<file path="config.mk">
export PLATFORM = sky130hd
export DESIGN_NAME = jpeg_rle_encoder
export DESIGN_NICKNAME = d
export VERILOG_FILES = /design/src/rtl/jpeg_rle_encoder.sv
export SDC_FILE = /design/constraint.sdc
export NUM_CORES = 1
export LEC_CHECK = 0
export CAP_MARGIN = 0
export CORE_MARGIN = 3
export CORE_UTILIZATION = 60
export CTS_CLUSTER_SIZE = 30
export DETAILED_ROUTE_END_ITERATION = 8
export PLACE_DENSITY = 0.84
export SKIP_LAST_GASP = 1
export SYNTH_ARGS = -nofsm -noshare
export SYNTH_HDL_FRONTEND = slang
export SYNTH_SLANG_ARGS = --single-unit
</file>
<file path="constraint.sdc">
create_clock -name clk -period 7.4 [get_ports clk]
set_input_delay 1.11 -clock clk [delete_from_list [all_inputs] [get_ports clk]]
set_output_delay 1.11 -clock clk [all_outputs]
set_load 0.01 [all_outputs]
</file>
<file path="src/rtl/jpeg_rle_encoder.sv">
// JPEG AC/DC run-length symbol encoder.
// Takes 64 zigzag-ordered quantized coefficients per block and produces
// {run, size, amp} symbols with DC, ZRL and EOB handling.
//
// state  | meaning
// -------+---------------------------------------------------------------
// ACCEPT | normal intake, one coefficient per cycle when output is free
// ZRL    | emitting further ZRL symbols while run >= 16, intake stalled
// HELD   | emitting the held nonzero coefficient after its ZRLs
module jpeg_rle_encoder #(
  parameter int COEF_W = 12
) (
  input  logic                     clk,
  input  logic                     rst,
  input  logic                     in_valid,
  output logic                     in_ready,
  input  logic signed [COEF_W-1:0] in_coef,
  output logic                     out_valid,
  input  logic                     out_ready,
  output logic [3:0]               out_run,
  output logic [3:0]               out_size,
  output logic [10:0]              out_amp,
  output logic                     out_dc,
  output logic                     out_last
);

  typedef enum logic [1:0] {ACCEPT, ZRL, HELD} state_t;

  // Most negative code has no positive twin in category 11; fold it onto -(2^(W-1)-1).
  localparam logic signed [COEF_W-1:0] COEF_MIN   = {1'b1, {(COEF_W-1){1'b0}}};
  localparam logic signed [COEF_W-1:0] COEF_CLAMP = {1'b1, {(COEF_W-2){1'b0}}, 1'b1};

  state_t      state;
  logic [5:0]  index;
  logic [5:0]  run;
  logic [5:0]  run_sub;
  logic [3:0]  held_size;
  logic [10:0] held_amp;
  logic        held_last;

  logic                     out_free;
  logic                     accept;
  logic                     coef_zero;
  logic signed [COEF_W-1:0] coef_c;
  logic signed [COEF_W-1:0] amp_src;
  logic [COEF_W-1:0]        mag;
  logic [3:0]               size;
  logic [11:0]              mask;
  logic [10:0]              amp;

  assign out_free = !out_valid || out_ready;
  assign in_ready = (state == ACCEPT) && out_free;
  assign accept   = in_valid && in_ready;
  assign run_sub  = run - 6'd16;

  // Magnitude category (bit length of |coef|) and JPEG amplitude bits.
  always_comb begin
    coef_c    = (in_coef == COEF_MIN) ? COEF_CLAMP : in_coef;
    coef_zero = (in_coef == '0);
    mag       = coef_c[COEF_W-1] ? (~coef_c + COEF_W'(1)) : coef_c;
    size      = '0;
    for (int i = 0; i < COEF_W; i++) begin
      if (mag[i]) size = 4'(i + 1);
    end
    mask    = (12'd1 << size) - 12'd1;
    amp_src = coef_c[COEF_W-1] ? (coef_c - COEF_W'(1)) : coef_c;
    amp     = 11'(amp_src) & mask[10:0];
  end

  // Control FSM with index/run counters and the registered symbol output.
  always_ff @(posedge clk or posedge rst) begin
    if (rst) begin
      state     <= ACCEPT;
      index     <= '0;
      run       <= '0;
      held_size <= '0;
      held_amp  <= '0;
      held_last <= 1'b0;
      out_valid <= 1'b0;
      out_run   <= '0;
      out_size  <= '0;
      out_amp   <= '0;
      out_dc    <= 1'b0;
      out_last  <= 1'b0;
    end else begin
      if (out_ready) out_valid <= 1'b0;
      case (state)
        ACCEPT: begin
          if (accept) begin
            index <= index + 6'd1;
            if (index == 6'd0) begin
              out_valid <= 1'b1;
              out_run   <= 4'd0;
              out_size  <= size;
              out_amp   <= amp;
              out_dc    <= 1'b1;
              out_last  <= 1'b0;
              run       <= '0;
            end else if (coef_zero) begin
              if (index == 6'd63) begin
                // End of block: any pending zero run collapses into EOB.
                out_valid <= 1'b1;
                out_run   <= 4'd0;
                out_size  <= 4'd0;
                out_amp   <= '0;
                out_dc    <= 1'b0;
                out_last  <= 1'b1;
                run       <= '0;
              end else begin
                run <= run + 6'd1;
              end
            end else if (run < 6'd16) begin
              out_valid <= 1'b1;
              out_run   <= run[3:0];
              out_size  <= size;
              out_amp   <= amp;
              out_dc    <= 1'b0;
              out_last  <= (index == 6'd63);
              run       <= '0;
            end else begin
              // Park the coefficient and start the ZRL sequence on this edge.
              held_size <= size;
              held_amp  <= amp;
              held_last <= (index == 6'd63);
              out_valid <= 1'b1;
              out_run   <= 4'd15;
              out_size  <= 4'd0;
              out_amp   <= '0;
              out_dc    <= 1'b0;
              out_last  <= 1'b0;
              run       <= run_sub;
              state     <= (run_sub >= 6'd16) ? ZRL : HELD;
            end
          end
        end
        ZRL: begin
          if (out_free) begin
            out_valid <= 1'b1;
            out_run   <= 4'd15;
            out_size  <= 4'd0;
            out_amp   <= '0;
            out_dc    <= 1'b0;
            out_last  <= 1'b0;
            run       <= run_sub;
            if (run_sub < 6'd16) state <= HELD;
          end
        end
        HELD: begin
          if (out_free) begin
            out_valid <= 1'b1;
            out_run   <= run[3:0];
            out_size  <= held_size;
            out_amp   <= held_amp;
            out_dc    <= 1'b0;
            out_last  <= held_last;
            run       <= '0;
            state     <= ACCEPT;
          end
        end
        default: state <= ACCEPT;
      endcase
    end
  end

endmodule

</file>
==> impl_results.md, run 1 <==
* Outcome: finished, final reports clean
* Largest net degree at the start of global routing at 53
* Register area share after synthesis at 0.372
* Internal power at 802 µW
* Delay-heaviest family, CP: simple AND/OR/NAND/NOR gates
* PD cells at between 300 and 400 nW/µm²
* Min-delay worst type: reg -> reg
* First-pass GRT wire length at 13400 µm
* Fin. max-slew vios at 0
* Worst VDD drop at between 0.0002 and 0.0003 V
* Fin crit share at 0.804
* Max frequency at approximately 170 MHz
* Clk sinks at 52
* Total Routing Usage GR at 0.253
* Crit-path slowest cell: clkdlybuf4s50_1
* Worst-case clock buffer depth at 2
* Core region area at between 5000 and 6000 µm²
* Tot Pwr at about 1400 µW
* Synthesized Nets at 451
* P&R area growth vs syn at 13.3%
* Clock share of power at 0.123
* Hold Violations, Final at 0
* Die W at approximately 82 µm
* Setup Viol. Count Final at 0
* Synth Area in Compound Gates at 0.229
* Post-cts sizing count at 0
* Clk root buf: clkbuf_8
* Residual DRC at 0
* Via Count at 3139
* YS warnings at 0
* Vias in the first global route at 2868
* Final ANT Viol Nets at 0
* Post-CTS Setup Inserts at 0
* Worst Skew at 8.75 ps
* Adder-cell share of the synthesized area at 0.0500
* Initial antenna violation count at 0
* # hold bufs at CTS at 0
* CTS tree: done
* Post-synthesis area per instance at approximately 8.3 µm²
* DRT Wirelength at 7890 µm
* Nets at 471
* HPWL Detailed at 5800 µm
* DRT Pass-1 Iters at 5
* Synth top area cells: dfrtp_1 (37%), nor2_1 (5.1%), ha_1 (5.0%), o21ai_0 (5.0%), nand2_1 (4.3%)
* Slew margin rel. at 0.294
* Crit-path max cell delay at about 650 ps
* Simple-gate portion of the synthesized area at 0.228
* Worst Path Max Fanout at 14
* Mapped cell area at 3500 µm²
* Post-layout min period at 5950 ps
* XOR/XNOR Fraction of Synth Area at 0.0500
* Layout cells sized above 1 at 0.0701
* Synth Instances at 421
* Switching power at around 600 µW
* # H-tree levels at 2
* Number of synthesized flops with an enable pin at 0
* Most common cell in the synthesized netlist: dfrtp_1
* Leakage at 0.00163 µW
* Worst slew pin tran at 1060 ps
* Main combinational cell family by area after synthesis: compound AO/OA/AOI/OAI gates
* Crit end category: flop
* Multiplexer share of the synthesized area at 0.0157
* Combinational Power Share at 0.529
* GRT Residual Overflow at 0
* Clk_lat worst skew at just over 300 ps
* CTS buffer count at 5
* Number of DRC markers in iteration 0 at 319
* # diodes at 0
* Via-to-Cell Ratio at 6.11
* Synth Flop Type: dfrtp_1
* Unrepaired setup endpoints after global routing: false
* Die area at a little under 7000 µm²
* Gp weighted congestion at around 0.97
* Initial core utilization at 0.628
* WL/cell at between 15 and 20 µm
* Num ports at 39
* Sw frac at 0.428
* Asr flop ratio synth at 1.00
* Synth top area share at 0.372
* Crit Path Category: in -> reg
* Max cap viols at 0
* CP Data Required Time at 7600 ps
* Nature of the critical path startpoint: primary input
* Worst EP arrival at approximately 6200 ps
* Sequential Power Share at 0.348
* Critical-path cell list: clkdlybuf4s50_1 > or3_1 > nor4_4 > a31oi_1 > ha_1 > or3b_4 > o21ai_0 > o41ai_1 > a211oi_2 > nor2_1 > and3_1 > nand2_1 > ha_1 > inv_1 > nor2_1 > a32oi_1 > nand3_1 > a32oi_1 > a21oi_1
* # rows at 27
* Port Buffers at 38
* Synth area leader: dfrtp_1
* Final setup TNS at 0 ps
* Count of cell types in the netlist at 62
* Die Y at 82.4 µm
* Clock transition at the registers of the reported paths at 110 ps
* Number of synthesized register bits at 52
* WP buf/inv at 2
* Top cells by count, synth: dfrtp_1 (52), nor2_1 (48), nand2_1 (40)
## cells in the final DEF, fill, tap and decap left out, types with 5 or more instances in the layout
cell | synthesis | layout
nand4_1 | 5 | 5
xnor2_1 | 16 | 16
nor3_1 | 12 | 12
inv_1 | 21 | 20
o21ai_0 | 35 | 35
o221ai_1 | 5 | 5
a32oi_1 | 5 | 5
nand2_1 | 40 | 40
a21oi_1 | 27 | 27
clkdlybuf4s50_1 | 0 | 38
dfrtp_1 | 52 | 52
nor4_1 | 5 | 5
and3_1 | 5 | 5
clkbuf_8 | 0 | 5
a31oi_1 | 8 | 8
nor2_1 | 48 | 48
nand3_1 | 12 | 12
a22oi_1 | 8 | 8
ha_1 | 14 | 14
nand2b_1 | 5 | 5
## path summary, 6_finish.rpt
kind	start	endpoint	slack (ps)	cells after the start
worst max register to register	state[0]$_DFFE_PP0P_	state[0]$_DFFE_PP0P_	4370	7
worst max-delay path	in_coef[6]	out_amp[8]$_DFFE_PP0P_	1450	19
min in group asynchronous	rst	out_size[1]$_DFFE_PP0P_	1360	2
worst min register to register	held_last$_DFFE_PP0P_	held_last$_DFFE_PP0P_	490	2
max in group asynchronous	rst	state[0]$_DFFE_PP0P_	5380	2
worst min-delay path	held_last$_DFFE_PP0P_	held_last$_DFFE_PP0P_	490	2
## final cells by class
type | instances | area [µm²]
Timing Repair Buffer | 40 | 395
Tap cell | 72 | 90.1
Multi-Input combinational cell | 321 | 2010
Clock buffer | 5 | 68.8
Sequential cell | 52 | 1300
Inverter | 21 | 78.8
Fill cell | 449 | 1610
Clock inverter | 3 | 25.0
## power groups by stage
stage               Sequential, µW  Combinational (µW)  Clock [µW]
detailed placement             494                 743           0
finish                         489                 742         173
global route                   502                 840         186
global placement               488                 722           0
floorplan                      503                 482           0
CTS                            489                 745         176
## worst reg2reg max path, cell delays in order, from the launching register on
cell     delay (ps)
dfrtp_1         410
inv_1           110
ha_1            320
and2_1          190
nand2_1          70
or4_1           970
or4b_2          780
o21ai_0          90
## flip-flops by register name (all words and copies together) (netlist names)
register	flops
out_last	1
index	6
held_size	4
out_run	4
out_valid	1
out_amp	11
held_last	1
out_size	4
held_amp	11
out_dc	1
state	2
run	6
## metrics by stage
step | utilization | hold WS (ps) | setup slack (ps) | instances | instance area (µm²)
floorplan | - | 449 | 2470 | 421 | 3500
global placement | 0.695 | 462 | 1490 | 506 | 3870
detailed placement | 0.695 | 472 | 1240 | 506 | 3870
CTS | 0.712 | 495 | 1550 | 514 | 3970
global route | 0.712 | 520 | 1070 | 514 | 3970
finish | 0.712 | 488 | 1450 | 514 | 3970
## logic make-up after synthesis
family / after synthesis
buffers and inverters: 48
multiplexers: 5
AND/OR/NAND/NOR: 159
adder cells (fa/ha/maj): 14
AO/OA/AOI/OAI: 123
flip-flops: 52
XOR/XNOR: 20
## metal layers
layer  part of all wire  vias to the layer above  routed length, µm  GRT usage
met1               0.43                     1491               3380      0.325
met5                  0                        -                  0          0
met3              0.037                       10                293     0.0390
met2               0.52                       94               4090      0.441
met4              0.015                        0                119     0.0681
li1                   -                     1544                  -          -
Power figures use the tool's default switching activity.
==> run 2, diff against run 1 <==
Settings changed: CORE_UTILIZATION 60 to 57, PLACE_DENSITY 0.84 to 0.81.
Clock period 7.4 ns to 6.1 ns, I/O delays scaled along.
==> impl_results.md, run 2 (synthesized netlist as in run 1, its figures left out) <==
* Outcome: finished, final reports clean
* Nets at 474
* Largest net degree at the start of global routing at between 50 and 60
* R2R Setup Slk at between 2000 and 3000 ps
* WL/cell at 16.0 µm
* Worst Skew at 9.03 ps
* Hold_sp: held_last$_DFFE_PP0P_
* DRT Pass-1 Iters at 5
* WP buf/inv at 2
* Slew margin rel. at 0.159
* Die area at 7120 µm²
* Die Y at 84.4 µm
* First-pass GRT wire length at 14000 µm
* Core region area at ~5700 µm²
* Clk root buf: clkbuf_8
* Biggest regs: held_amp x11, out_amp x11
* Initial antenna violation count at 0
* Reg2reg path depth at 8
* Final setup TNS at 0 ps
* # rows at 27
* GRT Residual Overflow at 0
* # H-tree levels at 2
* Clk_lat worst skew at around 310 ps
* P&R area growth vs syn at 14.0%
* Delay-heaviest family, CP: simple AND/OR/NAND/NOR gates
* CP Data Required Time at 6280 ps
* Crit-path max cell delay at 500 ps
* DRT Wirelength at roughly 8300 µm
* Post-CTS Setup Inserts at 0
* Hold Violations, Final at 0
* Nature of the critical path startpoint: primary input
* Crit-path slowest cell: clkdlybuf4s50_1
* Via-to-Cell Ratio at between 6 and 7
* Most frequent cells in the layout: dfrtp_1 (52), nor2_1 (48), nand2_1 (40), clkdlybuf4s50_1 (38), o21ai_0 (35)
* Number of DRC markers in iteration 0 at approximately 260
* Fin crit share at 0.878
* Initial core utilization at 0.613
* Critical-path cell list: clkdlybuf4s50_1 > or3_1 > nor3_1 > a31oi_1 > ha_1 > or3b_4 > o21ai_0 > o41ai_1 > a211oi_2 > nor2_1 > and3_1 > nand2_1 > ha_1 > inv_1 > nor2_1 > a32oi_1 > nand3_1 > a32oi_1 > a21oi_1
* Storage cell area at 1300 µm²
* Fillers at 463
* Crit Path Category: in -> reg
* HPWL Detailed at 6170 µm
* Via Count at 3216
* Multi-input gate area at 2010 µm²
* Most common cell after layout, fill and taps aside: dfrtp_1
* CTS buffer count at 5
* Met3 WL post-DR at 594 µm
* Setup Viol. Count Final at 0
* Gp weighted congestion at around 0.99
* Critical path depth at 19
* Post-layout min period at ~5400 ps
* Residual DRC at 0
* Hold Path Depth at 2
* Fin. max-slew vios at 0
* Clk sinks at 52
* Crit end category: flop
* Layout cells sized above 1 at 0.0764
* Hold endpoint: held_last$_DFFE_PP0P_
* Max frequency at 187 MHz
* # hold bufs at CTS at 0
* Clock transition at the registers of the reported paths at 110 ps
* Port Buffers at 38
* Worst Hold Slack at slightly below 500 ps
* Worst Path Max Fanout at 9
* Max cap viols at 0
* Reg2reg end: out_amp[2]$_DFFE_PP0P_
* RR Startpoint: index[0]$_DFFE_PP0P_
* Worst-case clock buffer depth at 2
* Num ports at 39
* Worst EP arrival at between 5000 and 6000 ps
* Min-delay worst type: reg -> reg
* Met1 WL at roughly 3800 µm
* Metal2 WL at approximately 3800 µm
* Total Routing Usage GR at 0.235
* Worst VDD drop at 0.000315 V
* Final ANT Viol Nets at 0
* Unrepaired setup endpoints after global routing: false
* Worst slew pin tran at roughly 1300 ps
* Leakage at 0.00164 µW
* PD cells at about 430 nW/µm²
* # diodes at 0
* Vias in the first global route at 2979
* Post-cts sizing count at 0
* Die W at 84.4 µm
* Max layer used: met4
* CTS tree: done
run 2: cell type report:
class,instances,share of cell area
inverter,21,0.0197
clock inverter,3,0.00690
timing repair buffer,43,0.105
clock buffer,5,0.0172
sequential,52,0.326
multi-input combinational,321,0.503
tap,72,0.0226
run 2: power breakdown:
group / switching [µW] / internal [µW] / leakage, µW
clock network: 124 / 84.5 / 0.0000463
registers: 96.4 / 496 / 0.000657
logic: 526 / 392 / 0.000942
total: 746 / 972 / 0.00164
run 2: worst max-delay path by stage:
| stage | from | end | slack, ps |
|---|---|---|---|
| 2_1_floorplan | in_coef[8] | out_amp[8]$_DFFE_PP0P_ | 1370 |
| 3_3_place_gp | in_coef[7] | out_amp[8]$_DFFE_PP0P_ | 670 |
| 3_5_place_dp | in_coef[1] | out_amp[8]$_DFFE_PP0P_ | 530 |
| 4_1_cts | in_coef[1] | out_amp[8]$_DFFE_PP0P_ | 820 |
| 5_1_grt | in_coef[1] | out_amp[8]$_DFFE_PP0P_ | 360 |
| 6_report | in_coef[1] | out_amp[8]$_DFFE_PP0P_ | 750 |
run 2: metal layers:
metal	vias to the layer above	GRT usage
met5	-	0
met4	0	0.0460
met3	15	0.0451
met2	129	0.374
met1	1519	0.339
li1	1553	-
run 2: per-stage QoR:
step	utilization	setup slack, ps	area, µm²	power [µW]	cells
5_1_grt	0.699	363	3990	1860	517
3_5_place_dp	0.682	529	3890	1510	509
3_3_place_gp	0.682	666	3890	1470	509
4_1_cts	0.699	823	3990	1720	517
6_report	0.699	746	3990	1720	517
2_1_floorplan	-	1370	3500	1200	421
run 2: worst register-to-register path, delay by kind of cell (launching register included):
kind | cells | cell delay (ps)
buffers and inverters | 1 | 100
AND/OR/NAND/NOR | 4 | 2050
AO/OA/AOI/OAI | 2 | 360
adder cells (fa/ha/maj) | 1 | 150
flip-flops | 1 | 410
